$ cat src/rtl/clock_div_prog_pkg.sv
// Shared constants and helpers for the programmable clock divider.
// Holds the smallest legal divide ratio, the default counter width and
// ratio, and the high-time calculation used to shape div_clock.
package clock_div_prog_pkg;

  // Smallest ratio that still gives a clock with both a high and a low phase.
  localparam int MIN_DIV = 2;

  // Counter / ratio width used when the instantiating code does not override it.
  localparam int DEFAULT_CNT_WIDTH = 16;

  // Ratio in force straight out of reset.
  localparam int DEFAULT_DIV_RATIO = 17;

  // High time for a ratio n is ceil(n/2). It is computed as floor(n/2) plus
  // the low bit, so that a ratio at the top of the counter range cannot
  // overflow the way n+1 would.
  function automatic logic [31:0] high_time(input logic [31:0] ratio);
    return (ratio >> 1) + {31'b0, ratio[0]};
  endfunction

endpackage

$ cat src/rtl/clock_div_prog_if.sv
// Control and status bundle of the programmable clock divider.
// The master side owns enable and the ratio load strobe. The slave side (the
// divider) returns the divided clock, the tick enable and the sticky error flag.
interface clock_div_prog_if
  import clock_div_prog_pkg::*;
#(
  parameter int CNT_WIDTH = DEFAULT_CNT_WIDTH
);

  logic                 enable;
  logic [CNT_WIDTH-1:0] div_n;
  logic                 div_load;
  logic                 div_clock;
  logic                 tick;
  logic                 div_err;

  modport master (
    output enable,
    output div_n,
    output div_load,
    input  div_clock,
    input  tick,
    input  div_err
  );

  modport slave (
    input  enable,
    input  div_n,
    input  div_load,
    output div_clock,
    output tick,
    output div_err
  );

endinterface

$ cat src/rtl/clock_div_prog.sv
// Run-time programmable integer clock divider.
// The whole block runs on the single input clock. The divided clock is a
// registered output and is never used as a clock inside this block. A free
// running counter walks through 0 .. active_n-1. div_clock is high for the
// first ceil(active_n/2) counts of each period, and tick pulses for one cycle
// when the counter wraps to 0.
// A new ratio is held in a shadow register and is only switched in at the
// next wrap. This means a running period is never cut short.
module clock_div_prog
  import clock_div_prog_pkg::*;
#(
  parameter int CNT_WIDTH   = DEFAULT_CNT_WIDTH,
  parameter int DEFAULT_DIV = DEFAULT_DIV_RATIO
)(
  input  logic              clock,
  input  logic              reset,
  clock_div_prog_if.slave   bus
);

  localparam logic [CNT_WIDTH-1:0] ONE       = CNT_WIDTH'(1);
  localparam logic [CNT_WIDTH-1:0] MIN_RATIO = CNT_WIDTH'(MIN_DIV);
  localparam logic [CNT_WIDTH-1:0] RST_RATIO = CNT_WIDTH'(DEFAULT_DIV);
  localparam logic [CNT_WIDTH-1:0] RST_CNT   = CNT_WIDTH'(DEFAULT_DIV - 1);

  logic [CNT_WIDTH-1:0] cnt;
  logic [CNT_WIDTH-1:0] active_n;
  logic [CNT_WIDTH-1:0] pending_n;
  logic                 pending_vld;
  logic                 div_clock_q;
  logic                 tick_q;
  logic                 div_err_q;

  logic                 at_wrap;
  logic [CNT_WIDTH-1:0] cnt_next;
  logic [CNT_WIDTH-1:0] ratio_next;
  logic                 high_next;
  logic                 load_ok;
  logic                 load_bad;

  // Decide where the counter goes next and which ratio governs that count.
  // The reset value cnt = DEFAULT_DIV-1 makes the first enabled edge a wrap,
  // so div_clock and tick both rise on that edge.
  always_comb begin
    at_wrap    = 1'b0;
    cnt_next   = cnt;
    ratio_next = active_n;
    high_next  = 1'b0;
    load_ok    = 1'b0;
    load_bad   = 1'b0;

    at_wrap    = (cnt == active_n - ONE);
    cnt_next   = at_wrap ? '0 : cnt + ONE;
    ratio_next = (at_wrap && pending_vld) ? pending_n : active_n;
    high_next  = (32'(cnt_next) < high_time(32'(ratio_next)));
    load_ok    = bus.div_load && (bus.div_n >= MIN_RATIO);
    load_bad   = bus.div_load && (bus.div_n <  MIN_RATIO);
  end

  // Counter, active ratio and registered outputs; frozen (tick held low) while disabled.
  always_ff @(posedge clock or negedge reset) begin
    if (!reset) begin
      cnt         <= RST_CNT;
      active_n    <= RST_RATIO;
      div_clock_q <= 1'b0;
      tick_q      <= 1'b0;
    end else if (bus.enable) begin
      cnt         <= cnt_next;
      active_n    <= ratio_next;
      div_clock_q <= high_next;
      tick_q      <= (cnt_next == '0);
    end else begin
      tick_q      <= 1'b0;
    end
  end

  // Shadow ratio register and sticky error flag.
  // A load on a wrap edge re-arms pending_vld, so the new ratio waits for the following wrap.
  always_ff @(posedge clock or negedge reset) begin
    if (!reset) begin
      pending_n   <= RST_RATIO;
      pending_vld <= 1'b0;
      div_err_q   <= 1'b0;
    end else begin
      if (load_ok) begin
        pending_n   <= bus.div_n;
        pending_vld <= 1'b1;
      end else if (bus.enable && at_wrap) begin
        pending_vld <= 1'b0;
      end
      if (load_bad) begin
        div_err_q <= 1'b1;
      end
    end
  end

  assign bus.div_clock = div_clock_q;
  assign bus.tick      = tick_q;
  assign bus.div_err   = div_err_q;

endmodule

$ cat src/flat_wrapper.sv
// flat-port wrapper written by rule: the top's interface ports become plain ports
module clock_div_prog_flat import clock_div_prog_pkg::*;
#(
  parameter int CNT_WIDTH   = DEFAULT_CNT_WIDTH,
  parameter int DEFAULT_DIV = DEFAULT_DIV_RATIO
)
  (clock, reset, bus_enable, bus_div_n, bus_div_load, bus_div_clock, bus_tick, bus_div_err);
  clock_div_prog_if #(.CNT_WIDTH(CNT_WIDTH)) bus_i ();
  input  logic clock;
  input  logic reset;
  input wire logic [$bits(bus_i.enable)-1:0] bus_enable;
  input wire logic [$bits(bus_i.div_n)-1:0] bus_div_n;
  input wire logic [$bits(bus_i.div_load)-1:0] bus_div_load;
  output wire logic [$bits(bus_i.div_clock)-1:0] bus_div_clock;
  output wire logic [$bits(bus_i.tick)-1:0] bus_tick;
  output wire logic [$bits(bus_i.div_err)-1:0] bus_div_err;
  assign bus_i.enable = bus_enable;
  assign bus_i.div_n = bus_div_n;
  assign bus_i.div_load = bus_div_load;
  assign bus_div_clock = bus_i.div_clock;
  assign bus_tick = bus_i.tick;
  assign bus_div_err = bus_i.div_err;
  clock_div_prog #(.CNT_WIDTH(CNT_WIDTH), .DEFAULT_DIV(DEFAULT_DIV)) u_core (.clock(clock), .reset(reset), .bus(bus_i));
endmodule
$ cat config.mk
export PLATFORM = sky130hd
export DESIGN_NAME = clock_div_prog_flat
export DESIGN_NICKNAME = d
export VERILOG_FILES = /design/src/rtl/clock_div_prog_pkg.sv /design/src/rtl/clock_div_prog_if.sv /design/src/rtl/clock_div_prog.sv /design/src/flat_wrapper.sv
export SDC_FILE = /design/constraint.sdc
export NUM_CORES = 1
export LEC_CHECK = 0
export ABC_AREA = 0
export CAP_MARGIN = 20
export CORE_UTILIZATION = 40
export DETAILED_ROUTE_END_ITERATION = 10
export PLACE_DENSITY_LB_ADDON = 0.15
export SYNTH_ARGS = -nofsm -noshare
export SYNTH_HDL_FRONTEND = slang
export SYNTH_SLANG_ARGS = --single-unit
$ cat constraint.sdc
create_clock -name clock -period 13.2 [get_ports clock]
set_clock_uncertainty 0.15 [all_clocks]
set_input_delay 3.96 -clock clock [delete_from_list [all_inputs] [get_ports clock]]
set_output_delay 3.96 -clock clock [all_outputs]
set_load 0.05 [all_outputs]
== Word level (Yosys, flattened, before mapping) ==
Cells that the tools add are included.
W data, S select, Z words.

* Flip-flop bits (word level): 52
* Input bits: 20
* Logic and storage cells: 25

* Add/sub/neg operators: 3
* Order comparisons: 3
* Eq/ne operators: 1
* Mux-type cells: 5
* Reductions and logical operators: 6

{| class="wikitable"
|+ Operators with widths
! operator !! number
|-
| $lt A16 B32 Y1 || 1
|-
| $mux W16 || 2
|-
| $add A15 B1 Y16 || 1
|-
| $add A16 B1 Y16 const B || 1
|-
| $eq A16 B16 Y1 || 1
|-
| $ge A16 B2 Y1 const B || 1
|-
| $logic_not A16 Y1 || 1
|-
| $lt A16 B2 Y1 const B || 1
|-
| $sub A16 B1 Y16 const B || 1
|-
| $logic_and A1 B1 Y1 || 4
|-
| $mux W1 || 3
|-
| $reduce_bool A2 Y1 || 1
|}

== Longest topological paths before layout ==
* Depth after elaboration: 6
* Gate-level depth with buffers: 26

== Worst setup path before layout ==
No wires, ideal clock.

* Kind: input-to-reg
* Start: in bus_div_n[13]
* End: reg u_core.pending_n[10]
* Arrival time: 5.205 ns
* Required time: 12.925 ns
* Setup slack: 7.720 ns
* Stages: 6
* Buffers on the path: 2
* Path through: nor4_1 nand4_1 and2_1 clkbuf_1 clkbuf_1 mux2_2

* Cells in the longest elaborated chain, start to end: 2

{| class="wikitable"
|+ Ends and longest elaborated chain
! what !! RTL line !! source
|-
| start: declaration || flat_wrapper.sv:12 || <nowiki>input wire logic [$bits(bus_i.div_n)-1:0] bus_div_n;</nowiki>
|-
| $ge A16 B2 Y1 || clock_div_prog.sv:55 || <nowiki>load_ok = bus.div_load && (bus.div_n >= MIN_RATIO);</nowiki>
|-
| $logic_and A1 B1 Y1 || clock_div_prog.sv:55 ||
|-
| end signal: assignment || clock_div_prog.sv:85 || <nowiki>pending_n <= bus.div_n;</nowiki>
|-
| end: declaration || clock_div_prog.sv:27 || <nowiki>logic [CNT_WIDTH-1:0] pending_n;</nowiki>
|}

Every way passes these cells.
A chain may end at the register's enable or synchronous reset.

== Final worst setup path ==
* Start: reg u_core.active_n[2]
* End: reg u_core.div_clock_q, in the netlist u_core.bus.div_clock

* Cells in the longest elaborated chain, start to end: 6
* Elaborated cells on any way between the ends: 7
* Those cells by class: add/sub (2); order compare (1); eq/ne (1); mux (2); reduce/logical (1)

{| class="wikitable"
|+ Ends and longest elaborated chain
! what !! RTL line !! source
|-
| start: declaration || clock_div_prog.sv:26 || <nowiki>logic [CNT_WIDTH-1:0] active_n;</nowiki>
|-
| start signal: assignment || clock_div_prog.sv:68 || <nowiki>active_n <= ratio_next;</nowiki>
|-
| $sub A16 B1 Y16 || clock_div_prog.sv:51 || <nowiki>at_wrap = (cnt == active_n - ONE);</nowiki>
|-
| $eq A16 B16 Y1 || clock_div_prog.sv:51 ||
|-
| $logic_and A1 B1 Y1 || clock_div_prog.sv:53 || <nowiki>ratio_next = (at_wrap && pending_vld) ? pending_n : active_n;</nowiki>
|-
| $mux W16 || clock_div_prog.sv:53 ||
|-
| via u_core.ratio_next[0] || clock_div_prog.sv:35 || <nowiki>logic [CNT_WIDTH-1:0] ratio_next;</nowiki>
|-
| $add A15 B1 Y16 || clock_div_prog_pkg.sv:19 || <nowiki>return (ratio >> 1) + {31'b0, ratio[0]};</nowiki>
|-
| $lt A16 B32 Y1 || clock_div_prog.sv:54 || <nowiki>high_next = (32'(cnt_next) < high_time(32'(ratio_next)));</nowiki>
|-
| end signal: assignment || clock_div_prog.sv:69 || <nowiki>div_clock_q <= high_next;</nowiki>
|-
| end: declaration || clock_div_prog.sv:29 || <nowiki>logic div_clock_q;</nowiki>
|}

The timed path passes the listed nets, and every way through them passes these cells.

==> impl_metrics.toml <==
[placed_design]
place_hpwl_um = 6988
dp.cells = 548
portBuffers = 22
place_congestion = 0.8579
pre_cts_slack_ps = 7066

[grt]
grt_max_degree = 53
grt_use_total_pct = 19.82
grt_pass1_vias = 2923
antenna_found_initial = 0
grt_overflow = 0
grt_pass1_wl_um = 15520

[power]
power_density_mw_per_mm2 = 101.9
clkPwrFrac_pct = 26.7
vdd_ir_drop_max_mv = 0.05333
p_comb_share_pct = 27.5
seqPwrFrac_pct = 45.8
internal_power_mw = 0.2946
p_leak_nw = 1.943
switching_share_pct = 33.53
p_sw_mw = 0.1486

[timing]
drv_slew = 0
grt_setup_unrepaired = "false"
finalSetupViolCount = 0
relSlewSlack_pct = 43.29
whs_ps = 353.8
period_share_pct = 46.23
fmax_ghz = 0.1639
hold_viol_final = 0
tns_ps = 0
worstMarginPinSlew_ps = 848.6
timing.final.ws_setup_ps = 7097
period_needed_ps = 6103

[layout]
layout_commonest_cell = "dfrtp_1"
final_cell_mix = "dfrtp_1 (47), mux2_2 (40), nand2_1 (32), nor2_1 (30), xnor2_1 (30)"
final_net_count = 465
finish.utilization_pct = 46.18
diodes = 0
layout.cells.non_filler = 556
drive_gt1_share_pct = 14.52
area_delta_synth_final_pct = 9.968
fillers = 911

[run_status]
status = "complete, no violations"

[floorplan]
io_pins = 23
num_rows = 35
core_mm2 = 0.009415
die_w_um = 101.4
initial_core_util_pct = 41.99
fp.dieArea_mm2 = 0.01029
die_h_um = 101.4

[synthesis]
synth_cell_types = 50
async_flop_share_pct = 100.0
ys_ff_latch = 52
syn_inst = 421
yosysWarnings = 0
synth_seq_area_share_pct = 33.07
synth-edff-count = 0
synth_top_flop_cell = "dfrtp_1"
synthesis.nets = 460
synth_area_mm2 = 0.003954
syn_avg_cell_area_um2 = 9.391

[clocking]
cts_root_buffer = "clkbuf_8"
clkTransAtPathRegs_ps = 110
hold_buffers = 0
cts.sinks = 52
cts_tree = "built"
postCtsSetupRepairBufs = 0
cts_resized = 0
numCtsBuffers = 5
cts.htree.levels = 2
cts_buffer_depth = 2
clock_latency_ps = 320

[setup_path]
critical_path_arrival_ps = 6160
end_kind = "register"
critical_path_class = "register to register"
crit_required_ps = 13260
start_kind = "register"
crit_path_max_fanout = 29

[drt]
vias = 3013
drc = 0
drt-initial-drc-count = 134
firstDrtPassIters = 5
post_drt_wl_per_cell_um = 16.55
vias_per_cell = 5.419
finalWirelength_um = 9200
antenna_left = 0

[flow_run]
maxCapViolCount = 0

[min_path]
min_path_type = "register to register"
## path summary, 6_finish.rpt
path	depth (start not counted)	to	startpoint	slack, ps
max	19	u_core.bus.div_clock	u_core.active_n[2]	7100
min	1	u_core.bus.div_err	u_core.bus.div_err	350
max reg2reg	19	u_core.bus.div_clock	u_core.active_n[2]	7100
min reg2reg	1	u_core.bus.div_err	u_core.bus.div_err	350
max in group asynchronous	2	u_core.active_n[1]	reset	8840
min in group asynchronous	2	u_core.cnt[1]	reset	3580
## area by class of cell
| cell class | instances | area, um2 | area share (%) |
|---|---|---|---|
| multi-input combinational | 334 | 2500 | 57.50 |
| sequential | 52 | 1308 | 30.07 |
| timing repair buffer | 25 | 237.7 | 5.468 |
| tap | 129 | 161.4 | 3.712 |
| clock buffer | 6 | 72.57 | 1.669 |
| clock inverter | 2 | 38.79 | 0.8921 |
| inverter | 8 | 30.03 | 0.6906 |
## per-stage QoR
stage / area [um2] / power, mW
6_report: 4348 / 0.4432
3_3_place_gp: 4237 / 0.3261
4_1_cts: 4348 / 0.4476
2_1_floorplan: 3954 / 0.2898
5_1_grt: 4348 / 0.4724
3_5_place_dp: 4237 / 0.3296
## flip-flops by register name (all words and copies together) (netlist names)
name and flops:
u_core.bus.div_err 1, u_core.pending_n 16, u_core.pending_vld 1, u_core.active_n 16
u_core.bus.tick 1, u_core.cnt 16, u_core.bus.div_clock 1
## cells in the mapped netlist (all sizes together) (2+ instances only)
cell     n  area, um2
ha      19      237.7
dfstp    5      131.4
nor3     7      35.03
xor2    28      245.2
and3    15      93.84
and2     4      25.02
nand3   21      105.1
clkbuf  15      56.30
and4     4      35.03
nand2b   6      37.54
nand4   10      62.56
inv      8      30.03
o21ai   21      105.1
a221oi   3      26.28
nor2    30      112.6
nor2b    6      37.54
a31oi    3      18.77
nand4b   2      17.52
dfrtp   47       1176
mux2    48      540.5
buf     12      60.06
nor3b    2      20.02
a21oi    7      35.03
mux2i    2      20.02
nand2   32      120.1
a21o     4      30.03
a211oi   3      22.52
xnor2   31      279.0
nand3b   2      15.01
nor4    10      105.1
## worst max-delay path, stage by stage, from the launching register on
cell and delay [ps]:
dfrtp_1 510, nor4_4 470, nand4b_1 220, or3_1 360, xnor2_1 140, nor4_2 330
nand2_1 570, mux2_1 540, ha_1 290, ha_1 300, and3_1 200, xnor2_1 120
nand2_1 70, o21ai_0 160, ha_1 360, nand4_1 110, or4_1 520, o211ai_1 270
nand2_1 80, a22o_1 200
## cell families after synthesis
| kind of cell | Yosys count | synth area share [%] |
|---|---|---|
| adder cells (fa/ha/maj) | 19 | 6.013 |
| multiplexers | 50 | 14.18 |
| buffers and inverters | 35 | 3.703 |
| AND/OR/NAND/NOR | 155 | 21.61 |
| flip-flops | 52 | 33.07 |
| AO/OA/AOI/OAI | 51 | 8.165 |
| XOR/XNOR | 59 | 13.26 |
## routing by layer
layer	global-route usage, %	wire length [um]	vias up
met5	0	0	-
met4	5.351	121	0
met3	2.346	269	10
met2	31.82	4151	52
met1	28.19	4659	1443
li1	-	-	1508
## power groups by stage
stage | clock (mW) | combinational (mW) | sequential [mW]
floorplan | 0 | 0.0927 | 0.197
global placement | 0 | 0.121 | 0.205
detailed placement | 0 | 0.123 | 0.206
CTS | 0.121 | 0.124 | 0.203
global route | 0.127 | 0.139 | 0.206
finish | 0.118 | 0.122 | 0.203
Note: power is estimated with default switching activity, not from simulation.
